**config.mk**
```make
export PLATFORM = sky130hd
export DESIGN_NAME = secded_stream_channel
export DESIGN_NICKNAME = d
export VERILOG_FILES = /design/src/rtl/secded_pkg.sv /design/src/rtl/secded_stream_channel_decoder.sv /design/src/rtl/secded_stream_channel.sv
export SDC_FILE = /design/constraint.sdc
export NUM_CORES = 1
export LEC_CHECK = 0
export BUFFER_PORTS_ARGS = -buffer_cell sky130_fd_sc_hd__buf_2
export CORE_UTILIZATION = 40
export DETAILED_ROUTE_END_ITERATION = 8
export RECOVER_POWER = 100
export SYNTH_ARGS = -nofsm -noshare
export SYNTH_HDL_FRONTEND = slang
export SYNTH_SLANG_ARGS = --single-unit
export TNS_END_PERCENT = 30
```
**constraint.sdc**
```tcl
create_clock -name clk -period 2.35 [get_ports clk]
set_input_delay 0.47 -clock clk [delete_from_list [all_inputs] [get_ports clk]]
set_output_delay 0.47 -clock clk [all_outputs]
set_load 0.1 [all_outputs]
```
**src/rtl/secded_pkg.sv**
```systemverilog
// Shared SECDED helpers: check-width function, codeword layout helpers and width constants.
package secded_pkg;

    // Hamming check bits r (smallest with 2^r >= dw + r + 1) plus one overall-parity bit
    function automatic int unsigned ecc_width(input int unsigned dw);
        int unsigned r;
        r = 0;
        for (int unsigned i = 1; i < 31; i++) begin
            if (r == 0 && (32'd1 << i) >= dw + i + 1) r = i;
        end
        return r + 1;
    endfunction

    function automatic logic is_pow2(input int unsigned p);
        return (p != 0) && ((p & (p - 1)) == 0);
    endfunction

    // Codeword position of data bit k: every power-of-two position below it is skipped
    function automatic int unsigned data_pos(input int unsigned k);
        int unsigned p;
        p = k + 1;
        for (int unsigned i = 0; i < 31; i++) begin
            if ((32'd1 << i) <= p) p = p + 1;
        end
        return p;
    endfunction

    function automatic int unsigned cw_width(input int unsigned dw, input int unsigned ew);
        return dw + ew;
    endfunction

    function automatic int unsigned syn_width(input int unsigned ew);
        return ew - 1;
    endfunction

    localparam int unsigned DEF_DATA_WIDTH = 8;
    localparam int unsigned DEF_ECC_WIDTH  = ecc_width(DEF_DATA_WIDTH);
    localparam int unsigned DEF_CW_WIDTH   = cw_width(DEF_DATA_WIDTH, DEF_ECC_WIDTH);
    localparam int unsigned DEF_SYN_WIDTH  = syn_width(DEF_ECC_WIDTH);

endpackage

```
**src/rtl/secded_stream_channel_decoder.sv**
```systemverilog
// Combinational SECDED decoder: syndrome/parity classification and single-bit correction.
module secded_decoder
    import secded_pkg::*;
#(
    parameter int unsigned DATA_WIDTH = 8,
    parameter int unsigned ECC_WIDTH  = 5
) (
    input  logic [DATA_WIDTH+ECC_WIDTH-1:0] codeword,
    output logic [DATA_WIDTH-1:0]           data_c,
    output logic                            single_err_c,
    output logic                            double_err_c
);

    localparam int unsigned CW_WIDTH  = cw_width(DATA_WIDTH, ECC_WIDTH);
    localparam int unsigned SYN_WIDTH = syn_width(ECC_WIDTH);
    localparam int unsigned IDX_W     = $clog2(CW_WIDTH);
    localparam int unsigned DIDX_W    = (DATA_WIDTH > 1) ? $clog2(DATA_WIDTH) : 1;

    logic [SYN_WIDTH-1:0] syndrome;
    logic                 parity_bad;
    logic [CW_WIDTH-1:0]  flip;
    logic [CW_WIDTH-1:0]  fixed;

    always_comb begin
        syndrome     = '0;
        flip         = '0;
        fixed        = codeword;
        data_c       = '0;
        single_err_c = 1'b0;
        double_err_c = 1'b0;
        parity_bad   = ^codeword;
        for (int unsigned p = 1; p < CW_WIDTH; p++) begin
            if (codeword[IDX_W'(p)]) syndrome = syndrome ^ SYN_WIDTH'(p);
        end
        for (int unsigned p = 1; p < CW_WIDTH; p++) begin
            if (syndrome == SYN_WIDTH'(p)) flip[IDX_W'(p)] = 1'b1;
        end
        // A syndrome past the last position can only come from a multi-bit error
        if (syndrome == '0) begin
            single_err_c = parity_bad;
        end else if (!parity_bad || 32'(syndrome) >= CW_WIDTH) begin
            double_err_c = 1'b1;
        end else begin
            fixed        = codeword ^ flip;
            single_err_c = 1'b1;
        end
        for (int unsigned k = 0; k < DATA_WIDTH; k++) begin
            data_c[DIDX_W'(k)] = fixed[IDX_W'(data_pos(k))];
        end
    end

endmodule

```
**src/rtl/secded_stream_channel.sv**
```systemverilog
// Two-stage SECDED encode/decode stream channel with saturating error counters.
// Optional SECDED_ERR_INJECT_EN adds inj_mask, XORed into the captured stage-1 codeword.
module secded_stream_channel
    import secded_pkg::*;
#(
    parameter int unsigned DATA_WIDTH = 8,
    parameter int unsigned ECC_WIDTH  = 5,
    parameter int unsigned CNT_WIDTH  = 16
) (
    input  logic                            clk,
    input  logic                            rst,
    input  logic                            in_valid,
    output logic                            in_ready,
    input  logic [DATA_WIDTH-1:0]           in_data,
`ifdef SECDED_ERR_INJECT_EN
    input  logic [DATA_WIDTH+ECC_WIDTH-1:0] inj_mask,
`endif
    output logic                            out_valid,
    input  logic                            out_ready,
    output logic [DATA_WIDTH-1:0]           out_data,
    output logic                            out_single_err,
    output logic                            out_double_err,
    input  logic                            clear_counts,
    output logic [CNT_WIDTH-1:0]            single_err_count,
    output logic [CNT_WIDTH-1:0]            double_err_count
);

    localparam int unsigned CW_WIDTH  = cw_width(DATA_WIDTH, ECC_WIDTH);
    localparam int unsigned SYN_WIDTH = syn_width(ECC_WIDTH);
    localparam int unsigned IDX_W     = $clog2(CW_WIDTH);
    localparam int unsigned DIDX_W    = (DATA_WIDTH > 1) ? $clog2(DATA_WIDTH) : 1;

    if (ECC_WIDTH != ecc_width(DATA_WIDTH)) begin : g_bad_ecc_width
        $error("ECC_WIDTH does not match DATA_WIDTH");
    end

    logic                  s1_valid;
    logic [CW_WIDTH-1:0]   s1_cw;
    logic                  s1_ready;
    logic                  s2_ready;
    logic                  out_xfer;
    logic [CW_WIDTH-1:0]   enc_cw;
    logic [SYN_WIDTH-1:0]  enc_syn;
    logic [CW_WIDTH-1:0]   cw_in;
    logic [DATA_WIDTH-1:0] dec_data;
    logic                  dec_single;
    logic                  dec_double;

    assign s2_ready = !out_valid || out_ready;
    assign s1_ready = !s1_valid || s2_ready;
    assign in_ready = s1_ready;
    assign out_xfer = out_valid && out_ready;

    // Encoder: scatter data, derive check bits from the data-only syndrome, then overall parity
    always_comb begin
        enc_cw  = '0;
        enc_syn = '0;
        for (int unsigned k = 0; k < DATA_WIDTH; k++) begin
            enc_cw[IDX_W'(data_pos(k))] = in_data[DIDX_W'(k)];
        end
        for (int unsigned p = 1; p < CW_WIDTH; p++) begin
            if (enc_cw[IDX_W'(p)]) enc_syn = enc_syn ^ SYN_WIDTH'(p);
        end
        for (int unsigned i = 0; i < SYN_WIDTH; i++) begin
            enc_cw[IDX_W'(32'd1 << i)] = ^(enc_syn & SYN_WIDTH'(32'd1 << i));
        end
        enc_cw[0] = ^enc_cw;
    end

`ifdef SECDED_ERR_INJECT_EN
    assign cw_in = enc_cw ^ inj_mask;
`else
    assign cw_in = enc_cw;
`endif

    always_ff @(posedge clk) begin
        if (rst) begin
            s1_valid <= 1'b0;
            s1_cw    <= '0;
        end else if (s1_ready) begin
            s1_valid <= in_valid;
            if (in_valid) s1_cw <= cw_in;
        end
    end

    secded_decoder #(
        .DATA_WIDTH(DATA_WIDTH),
        .ECC_WIDTH (ECC_WIDTH)
    ) u_decoder (
        .codeword    (s1_cw),
        .data_c      (dec_data),
        .single_err_c(dec_single),
        .double_err_c(dec_double)
    );

    always_ff @(posedge clk) begin
        if (rst) begin
            out_valid      <= 1'b0;
            out_data       <= '0;
            out_single_err <= 1'b0;
            out_double_err <= 1'b0;
        end else if (s2_ready) begin
            out_valid <= s1_valid;
            if (s1_valid) begin
                out_data       <= dec_data;
                out_single_err <= dec_single;
                out_double_err <= dec_double;
            end
        end
    end

    // Counters advance only on an accepted output; clear beats a coincident count
    always_ff @(posedge clk) begin
        if (rst || clear_counts) begin
            single_err_count <= '0;
            double_err_count <= '0;
        end else if (out_xfer) begin
            if (out_single_err && single_err_count != '1)
                single_err_count <= single_err_count + CNT_WIDTH'(1);
            if (out_double_err && double_err_count != '1)
                double_err_count <= double_err_count + CNT_WIDTH'(1);
        end
    end

endmodule
```
Word-level counts from Yosys, hierarchy flattened
Index checks and enable logic that the tools add are counted.

Output and inout port bits: 44. Bits of input ports: 13. Logic and storage cells: 103. Bits in registers: 57.

Add/sub/neg operators: 2. Order comparisons: 1. Muxes and demuxes: 38. Bitwise logic cells: 19. Eq/ne operators: 14. Reduce and logical (&&, ||, !) cells: 21.

Operators with widths (count): $mux 4 (9); $add 16x1->16 const B (2); $ne 16x16->1 const B (2); $mux 13 (2); $reduce_xor 13->1 (2); $mux 3 (7); $eq 4x4->1 const B (5); $not 2->2 (9); $mux 1 (17); $eq 4x3->1 const B (4); $reduce_xor 4->1 (4); $xor 13x13->13 (1); $not 3->3 (4); $eq 4x2->1 const B (2); $reduce_and 2->1 (4); $mux 2 (3); $eq 4x1->1 const B (1); $ge 4x4->1 const B (1); $logic_not 4->1 (1); $logic_or 1x1->1 (4); $not 1->2 (2); $logic_and 1x1->1 (3); $logic_not 1->1 (3); $not 1->1 const A (3).

Depth between registers and ports, before layout
Gate-level depths: netlist of the first run.

Depth after elaboration: 25. Depth in mapped cells: 6.

Hierarchy
From an unflattened synthesis of the first run, not the netlist that was laid out.

Cell total of the unflattened synthesis: 349. Area, all modules: 3105.5 µm².

Modules (own cells, without submodules): secded_stream_channel (cells each 288, seq. area each 1141.1 µm², instances 1, area each 2580.0 µm²); secded_decoder (cells each 61, seq. area each 0.0 µm², instances 1, area each 525.5 µm²).

Least setup slack after synthesis of the first run
No wires, ideal clock.

Path kind: flip-flop to flip-flop. From: register single_err_count[0]. To: register single_err_count[5]. Cell stages (with the launch flop): 7. Library setup time: 128 ps. Period minus slack after synthesis: 2555 ps. Path buffers: 0. Data arrival time: 2427 ps. Path slack: -205 ps. Cell sequence: dfxtp_1 > ha_1 > nand2_1 > nor3_1 > a2111oi_0 > xnor2_1 > nor2_1.

Word-level cells in the longest chain between the ends: 3. Elaborated cells on any way between the ends: 4. Those cells by class: add/sub (1); eq/ne (1); reduce/logical (2).

Ends and longest elaborated chain: start, declared (line secded_stream_channel.sv:24) `output logic [CNT_WIDTH-1:0] single_err_count,`; start signal, assigned (line secded_stream_channel.sv:119) `single_err_count <= single_err_count + CNT_WIDTH'(1);`; branches (longest 3 deep; another with $add 16x1->16).

Parallel ways; which one is timed is not known. A chain may end at the register's enable or synchronous reset.

Worst setup path after layout of the first run
From: register single_err_count[3]. To: output single_err_count[3].

No word-level cell between the ends.

==> results.md, run 1 <==
- Status: finished, final reports clean
- Die width: 91.2 um
- Initial antenna violation count: 0
- Post-synth ARST share: 0
- Clk buf depth: 2
- Sequential cell area: between 1000 and 1500 um^2
- FF-to-FF End: out_data[5]
- RSZ-0062 raised after global routing: false
- Power Total: 2690 uW
- Rel. slew slack: 0.214
- Initial core utilization: 0.412
- Kind of critical path: flop to output pin
- Achievable frequency: 0.466 GHz
- Area grow syn2layout: 17.6%
- Place WS: roughly 280 ps
- Worst slew pin tran: about 1200 ps
- CP top delay family: buffers and inverters
- CTS Root Cell: clkbuf_8
- Worst min-delay path startpoint: in_data[5]
- Clock power frac: 0.386
- Core Area: around 7700 um^2
- Multi-input logic area: 1930 um^2
- Final setup viols: 0
- P_leak: ~0.0013 uW
- Pre-antenna DRT Iters: 4
- Die area: 8320 um^2
- Cell taking the most area after synthesis: dfxtp_1
- Crit path max fanout: 6
- Ys flop type: dfxtp_1
- P_int: 1840 uW
- Sequential fraction of the synthesis area: 0.359
- Worst-path cell chain: clkbuf_1
- Post-synth EDFFs: 0
- Slowest stage cell, crit path: clkbuf_1
- Post-DR vias/cell: 5.17
- Number of setup buffers added after CTS: 0
- Iter 0 DRT Violations: 69
- Cts repair resizes: 0
- Final worst path period share: 0.913
- Worst Setup End Kind: output pin
- Syn Std Cell Area: 3180 um^2
- Min Tclk post-route: approximately 2100 ps
- GRT overflow: 0
- Yosys reg bits: 57
- Final RePlAce weighted congestion: 0.775
- R2r setup slk: 240 ps
- Slew Limit Fails: 0
- Worst EP required: about 1900 ps
- Placed Area: 3580 um^2
- Ant. Diodes: 0
- Most area-consuming cells after synthesis: dfxtp_1, xnor2_1, nor2_1, nand2_1, a21oi_1
- Synth cell count leaders: dfxtp_1, nor2_1, xnor2_1
- Net Sw Power: 849 uW
- Sw frac: 0.316
- Comb pwr share: 0.228
- Buffers & Inverters on Critical Path: 1
- Worst IR Drop VDD: approximately 330 uV
- # port buffers: 56
- Setup skew after layout: ~13 ps
- Routed vias: 2725
- Post-detail-place hpwl: 5210 um
- Final Hold Vio Count: 0
- CTS hold repair buffers: 0
- Final Cell Area: roughly 3700 um^2
- Total CTS buffers: 9
- Clock latency on the worst-skew pair: 350 ps
- Hold WS: 425 ps
- Sinks on the clock net: 57
- Endpoint, Worst Hold: s1_cw[10]
- CTS tree: done
- WL per Instance: about 13 um
- Row count: 32
- Post-layout net count: 436
- Hold Path Depth: 3
- Hold Path Class: input pin to flop
- Cell variety after synth: 44
- Power per Cell Area: approximately 700 nW/um^2
- Layout cells sized above 1: 0.167
- Fin Setup TNS: 0 ps
- Reg2reg start: s1_cw[3]
- Worst setup SP type: flop
- Max-cap violations: 0
- Net Count, Synth: 378
- Global-route wire length before repair: 12100 um
- GRT Total Usage: 0.181
- FILL cells: 797
- Top-area cell type share of the netlist area: 0.359
- CTS H-tree lvls: 3
- Syn avg cell area: 8.77 um^2
- Largest net degree at the start of global routing: 33
- DRC violations left: 0
- Synth warn: 0
- Setup ws final: 204 ps
- Most common cell in the netlist: dfxtp_1
- Worst-path clk slew: 70 ps
- Crit path DAT: 1680 ps
- Instance count of the mapped netlist: 363
- Vias in the first global route: 2520
- Part of the power in registers: 0.386
- Slowest stage delay, CP: about 890 ps
- Total Wirelength: around 7000 um
- Ports: 57
- Worst R2R Path Depth: 5
- Die H: 91.2 um
- Routed Antenna Nets: 0
## power by group through the flow
| stage | Clock, uW | Combinational [uW] | Sequential (uW) |
|---|---|---|---|
| final | 1040 | 612 | 1040 |
| after floorplan | 0 | 408 | 1150 |
| after CTS | 1060 | 620 | 1040 |
| after global placement | 0 | 615 | 1060 |
| after detailed placement | 0 | 619 | 1060 |
| after global routing | 1100 | 665 | 1040 |
## routing by layer
layer / global-route usage / part of all wire
met3: 0.0394 / 0.036
met5: 0 / 0
met2: 0.288 / 0.45
met4: 0.0847 / 0.018
met1: 0.234 / 0.49
## flip-flops by register name, summed over array words and instances, names as in the netlist
name              cells
out_single_err        1
out_valid             1
s1_valid              1
single_err_count     16
double_err_count     16
out_data              8
s1_cw                13
out_double_err        1
## per-stage QoR
stage,utilization,cells
2_1_floorplan,-,363
3_3_place_gp,0.464,512
3_5_place_dp,0.464,512
4_1_cts,0.492,527
5_1_grt,0.484,527
6_report,0.484,527
## worst max-delay path by stage
stage                                 endpoint  cells past startpoint  slack, ps           startpoint
after floorplan           single_err_count[13]                      5         20  single_err_count[7]
after global placement             out_data[5]                      5        350             s1_cw[6]
after detailed placement           out_data[5]                      5        280             s1_cw[3]
after CTS                          out_data[5]                      5        260             s1_cw[3]
after global routing       single_err_count[6]                      6         40  single_err_count[0]
final                      single_err_count[3]                      1        200  single_err_count[3]
## cell usage in the layout (no fill, tap or decap), types with 5 or more instances in the layout
cell and instances:
buf_4 5, dfxtp_2 7, clkbuf_1 23, dfxtp_1 50, a21oi_1 27, nand3_1 24, a2111o_1 7, clkbuf_8 10
o211ai_1 11, nor2_1 41, a211oi_1 9, inv_1 8, nand2_1 39, xor2_1 15, clkbuf_2 21, or2_2 5
nand4_1 12, xnor2_1 41, buf_2 11
## layout make-up
cell class | count | area share
Multi-Input combinational cell | 284 | 0.516
Sequential cell | 57 | 0.307
Timing Repair Buffer | 61 | 0.0769
Clock buffer | 10 | 0.0368
Tap cell | 102 | 0.0341
Clock inverter | 5 | 0.0214
Inverter | 8 | 0.00802
## cell families after synthesis
group | Yosys count | synth area share
buffers and inverters | 22 | 0.0271
and+or+nand+nor | 144 | 0.222
AOI/OAI and AO/OA | 70 | 0.166
DFF | 57 | 0.359
xor gates and xnor gates | 65 | 0.208
adders and majority gates | 2 | 0.00786
muxes | 3 | 0.00944
## worst reg2reg max path, cell delays in order, from the launching register on
cell and delay, ps:
dfxtp_1 460, xor2_1 160, xnor2_1 500, nand4_1 370, a2111o_1 450, o211ai_1 100
No activity file was read; power rests on OpenSTA's default activity.
==> run 2: changes to the inputs <==
PLACE_DENSITY = 0.59   (was not set)
clock period = 2.28 ns   (was 2.35 ns; I/O delays follow)
==> run 2 against run 1 <==
Critical path type is now flop to flop. Setup slack worse by 77 ps. Via count up 3.2%. Hold slack worse by 22 ps. Combinational power up 4.7%. Global-route usage up 0.96 points. Utilization about the same. First-iteration DRC count up 10%. Sequential share of layout area up 0.057 points. Clock skew down 1.3 ps. Final cell count up 0.38%.
==> results.md, run 2 (synthesis results as in run 1) <==
- Die width: 91.2 um (unchanged)
- Post-layout net count: 437 (was 436)
- Clk buf depth: 2 (unchanged)
- Fin Setup TNS: 0 ps (unchanged)
- Worst EP required: 2550 ps (was 1880 ps)
- FILL cells: 780 (was 797)
- Largest regs: double_err_count: 16 flops, single_err_count: 16 flops, s1_cw: 13 flops (unchanged)
- Place WS: 168 ps (was 277 ps)
- WL per Instance: 14.1 um (was 13.4 um)
- Initial antenna violation count: 0 (unchanged)
- Min Tclk post-route: 2150 ps
- Layout cells sized above 1: 0.197 (was 0.167)
- Post-DR vias/cell: 5.31 (was 5.17)
- Ports: 57 (unchanged)
- GR Util met3: 0.0419 (was 0.0394)
- RSZ-0062 raised after global routing: false (unchanged)
- Commonest non-fill, non-tap cell in the layout: dfxtp_1 (unchanged)
- CTS Root Cell: clkbuf_8 (unchanged)
- Worst slew pin tran: 1170 ps (was 1180 ps)
- Worst Setup End Kind: flop (was output pin)
- Power per Cell Area: 722 nW/um^2 (was 718 nW/um^2)
- Power Total: 2700 uW (was 2690 uW)
- Slew Limit Fails: 0 (unchanged)
- Crit path max fanout: 7 (was 6)
- Busiest grt layer: met2 (unchanged)
- Worst setup SP type: flop (unchanged)
- Routed vias: 2811 (was 2725)
- GR Util met1: 0.247 (was 0.234)
- Highest-count cells in the layout ignoring fill and taps: dfxtp_1, nor2_1, xnor2_1 (unchanged)
- Final RePlAce weighted congestion: 0.768 (was 0.775)
- Achievable frequency: 0.464 GHz
- Die H: 91.2 um (unchanged)
- Core Area: 7730 um^2 (unchanged)
- Sinks on the clock net: 57 (unchanged)
- Worst IR Drop VDD: 298 uV (was 327 uV)
- Fin util: 0.484 (about the same)
- Rel. slew slack: 0.224 (was 0.214)
- Iter 0 DRT Violations: 76 (was 69)
- Ant. Diodes: 0 (unchanged)
- Die area: 8320 um^2 (unchanged)
- Number of setup buffers added after CTS: 0 (unchanged)
- Post-detail-place hpwl: 5390 um (was 5210 um)
- Row count: 32 (unchanged)
- Initial core utilization: 0.412 (unchanged)
- CTS tree: done (unchanged)
- Total CTS buffers: 9 (unchanged)
- Global-route wire length before repair: 12800 um (was 12100 um)
- Non-Filler Instances: 529 (was 527)
- Worst-path clk slew: 70 ps (about the same)
- Met2 Use GR: 0.309 (was 0.288)
- Final setup viols: 0 (unchanged)
- # port buffers: 56 (unchanged)
- Pre-antenna DRT Iters: 4 (unchanged)
- Setup ws final: 127 ps (was 204 ps)
- Status: finished, final reports clean (unchanged)
- Total Wirelength: 7430 um (was 7090 um)
- Placed Cells: 513 (was 512)
- Final worst path period share: 0.944
- Crit path DAT: 2420 ps (was 1680 ps)
- Vias in the first global route: 2629 (was 2520)
- Final Hold Vio Count: 0 (unchanged)
- DRC violations left: 0 (unchanged)
- Hold Path Class: input pin to flop (unchanged)
- Largest net degree at the start of global routing: 33 (unchanged)
- CTS hold repair buffers: 0 (unchanged)
- GRT Total Usage: 0.191 (was 0.181)
- Clock latency on the worst-skew pair: 350 ps (about the same)
- P_leak: 0.00129 uW (was 0.00126 uW)
- Kind of critical path: flop to flop (was flop to output pin)
- Max-cap violations: 0 (unchanged)
- Cts repair resizes: 0 (unchanged)
- Setup skew after layout: 11.6 ps (was 12.9 ps)
- CTS H-tree lvls: 3 (unchanged)
- Area grow syn2layout: 17.7% (was 17.6%)
- GRT overflow: 0 (unchanged)
- Routed Antenna Nets: 0 (unchanged)
run 2: area by class of cell:
type	count	area [um^2]	share of cell area
sequential	57	1150	0.308
tap	102	128	0.0341
inverter	8	30.0	0.00802
timing repair buffer	62	302	0.0805
multi-input combinational	284	1930	0.515
clock inverter	6	67.6	0.0180
clock buffer	10	138	0.0368
run 2: report_power, final:
part,internal [uW],switching [uW]
clock,533,456
sequential,1030,41.3
combinational,229,413
run 2: final timing paths:
check | startpoint | to | slack [ps] | depth (start not counted)
min | in_data[5] | s1_cw[10] | 400 | 3
min reg2reg | single_err_count[13] | single_err_count[13] | 480 | 2
max reg2reg | s1_cw[6] | out_data[4] | 130 | 5
max | s1_cw[6] | out_data[4] | 130 | 5
run 2: routing by layer:
layer / wire length, um / vias to the layer above
li1: - / 1422
met5: 0 / -
met1: 3510 / 1311
met4: 82 / 0
met3: 357 / 9
met2: 3480 / 69
run 2: critical path, stage by stage (launching register included):
cell and delay, ps:
dfxtp_1 440, xor2_1 170, xnor2_1 510, nand4_1 390
a2111o_1 460, o211ai_1 100
run 2: through the flow:
| stage | instance area, um^2 | hold slack, ps |
|---|---|---|
| final | 3740 | 403 |
| after global routing | 3740 | 415 |
| after CTS | 3810 | 397 |
| after detailed placement | 3610 | 442 |
| after global placement | 3610 | 443 |
| after floorplan | 3200 | 445 |
==> run 3: changes to the inputs <==
clock period = 2.1 ns   (was 2.28 ns; I/O delays follow)
==> run 3 against run 2 <==
Sequential share of layout area down 0.26 points. Critical path depth did not move. Die area unchanged. Wire length decreased by 3.0%. Hold slack got worse by 25 ps. Highest routed layer unchanged. Global-route usage decreased by 0.70 points. Non-clock buffer count is 6 higher. Via count is the same. Sequential power up 8%. Flip-flop and latch count did not move.
==> results.md, run 3 (synthesis results as in run 1) <==
- Vias in the first global route: 2606 (was 2629)
- Worst-path clk slew: 60 ps (was 70 ps)
- Placed Area: 3670 um^2 (was 3610 um^2)
- Worst slew pin tran: 563 ps (was 1170 ps)
- Final setup viols: 0 (unchanged)
- Ant. Diodes: 0 (unchanged)
- Fin util: 0.498 (was 0.484)
- Final Cell Area: 3840 um^2 (was 3740 um^2)
- Crit path max fanout: 6 (was 7)
- Initial antenna violation count: 0 (unchanged)
- Die width: 91.2 um (unchanged)
- Clk buf depth: 2 (unchanged)
- Fin Setup TNS: 0 ps (unchanged)
- Commonest non-fill, non-tap cell in the layout: clkbuf_2 (was dfxtp_1)
- RSZ-0062 raised after global routing: false (unchanged)
- Worst setup endpoint: out_data[2] (was out_data[4])
- Worst IR Drop VDD: 384 uV (was 298 uV)
- Layout cells sized above 1: 0.273 (was 0.197)
- Ports: 57 (unchanged)
- Core Area: 7730 um^2 (unchanged)
- Worst EP required: 2360 ps (was 2550 ps)
- Routed Antenna Nets: 0 (unchanged)
- Setup skew after layout: 9.78 ps (was 11.6 ps)
- Total Wirelength: 7210 um (was 7430 um)
- DRC violations left: 0 (unchanged)
- P_leak: 0.00140 uW (was 0.00129 uW)
- Total CTS buffers: 9 (unchanged)
- Die area: 8320 um^2 (unchanged)
- CTS Root Cell: clkbuf_8 (unchanged)
- Final worst path period share: 0.938 (was 0.944)
- Iter 0 DRT Violations: 59 (was 76)
- Crit path DAT: 2230 ps (was 2420 ps)
- Die H: 91.2 um (unchanged)
- CTS tree: done (unchanged)
- Largest net degree at the start of global routing: 33 (unchanged)
- Final RePlAce weighted congestion: 0.771 (was 0.768)
- Worst setup SP type: flop (unchanged)
- Reg2reg start: s1_cw[10] (was s1_cw[6])
- FF-to-FF End: out_data[2] (was out_data[4])
- Worst R2R Path Depth: 5 (unchanged)
- Met2 Use GR: 0.302 (was 0.309)
- Global-route wire length before repair: 12100 um (was 12800 um)
- GR Util met3: 0.0385 (was 0.0419)
- GRT Total Usage: 0.184 (was 0.191)
- GRT overflow: 0 (unchanged)
- Status: finished, final reports clean (unchanged)
- Min Tclk post-route: 1970 ps (was 2150 ps)
- CP Launch Point: s1_cw[10] (was s1_cw[6])
- Busiest grt layer: met2 (unchanged)
- Post-layout net count: 443 (was 437)
- Worst-path cell chain: xnor2_1 > xor2_2 > nand4_2 > a2111o_1 > o211ai_1 (was xor2_1 > xnor2_1 > nand4_1 > a2111o_1 > o211ai_1)
- # port buffers: 56 (unchanged)
- Hold Path Class: input pin to flop (unchanged)
- Post-DR vias/cell: 5.25 (was 5.31)
- Slew Limit Fails: 0 (unchanged)
- CTS hold repair buffers: 0 (unchanged)
- WL per Instance: 13.5 um (was 14.1 um)
- Routed vias: 2811 (unchanged)
- Max-cap violations: 0 (unchanged)
- Worst min-delay path startpoint: in_data[1] (was in_data[5])
- Highest-count cells in the layout ignoring fill and taps: clkbuf_2, nor2_1, nand2_1, xnor2_1, dfxtp_1 (was dfxtp_1, nor2_1, xnor2_1)
- CTS H-tree lvls: 3 (unchanged)
- GR Util met1: 0.230 (was 0.247)
- Pre-antenna DRT Iters: 4 (unchanged)
- Post-detail-place hpwl: 5250 um (was 5390 um)
- Area grow syn2layout: 20.8% (was 17.7%)
- Rel. slew slack: 0.615 (was 0.224)
- Row count: 32 (unchanged)
- Clock latency on the worst-skew pair: 340 ps (was 350 ps)
- Largest regs: double_err_count: 16 flops, single_err_count: 16 flops, s1_cw: 13 flops (unchanged)
- Initial core utilization: 0.412 (unchanged)
- R2r setup slk: 130 ps (about the same)
- Worst Setup End Kind: flop (unchanged)
- Sinks on the clock net: 57 (unchanged)
- Slowest stage delay, CP: 460 ps (was 510 ps)
- Final Hold Vio Count: 0 (unchanged)
- Power per Cell Area: 753 nW/um^2 (was 722 nW/um^2)
- Achievable frequency: 0.508 GHz (was 0.464 GHz)
- Slowest stage cell, crit path: a2111o_1 (was xnor2_1)
- Kind of critical path: flop to flop (unchanged)
-- run 3: changes by cell type in the layout (fill, tap and decap cells not counted), sizes merged --
cell | before | now
clkinv | 0 | 2
clkbuf | 54 | 60
buf | 18 | 21
clkinvlp | 5 | 0
-- run 3: area by class of cell --
cell class              count  area [um^2]
flip-flops and latches     57         1170
well taps                 102          128
inverters                   8         30.0
multi-input cells         284         1960
clock buffers              13          149
clock inverters             3         40.0
repair buffers             68          365
fillers                   803         3880
-- run 3: how the worst min path moves through the flow --
| stage | end | cells past startpoint |
|---|---|---|
| after CTS | s1_cw[5] | 3 |
| after global placement | out_data[6] | 2 |
| after floorplan | out_valid | 2 |
| after global routing | s1_cw[5] | 3 |
| after detailed placement | out_data[6] | 2 |
| final | s1_cw[5] | 3 |
-- run 3: timing repair --
action / 4_1_cts / 5_1_grt
endpoints found under the setup margin: 0 / 5
resized for setup: 0 / 2
setup buffers: 0 / 1
-- run 3: worst max-delay path, delay by kind of cell (launching register included) --
family	cells	cell delay (ps)
AOI/OAI and AO/OA	2	550
xor gates and xnor gates	2	740
DFF	1	370
and+or+nand+nor	1	230
-- run 3: routing by layer --
metal | part of all wire | vias up
met3 | 0.035 | 11
met5 | 0 | -
met2 | 0.46 | 56
li1 | - | 1432
met1 | 0.49 | 1312
met4 | 0.020 | 0
-- run 3: power breakdown --
group          internal, uW  switching (uW)
clock                   578             439
combinational           269             449
sequential             1120            43.2
total                  1960             931
-- run 3: stage by stage --
stage	cells	hold WS, ps	setup slack [ps]	power [uW]
final	535	378	130	2900
after global routing	535	373	4.23	3040
after CTS	534	367	44.0	2920
after global placement	518	447	110	1890
after floorplan	363	445	-81.9	1740
after detailed placement	518	455	59.4	1900
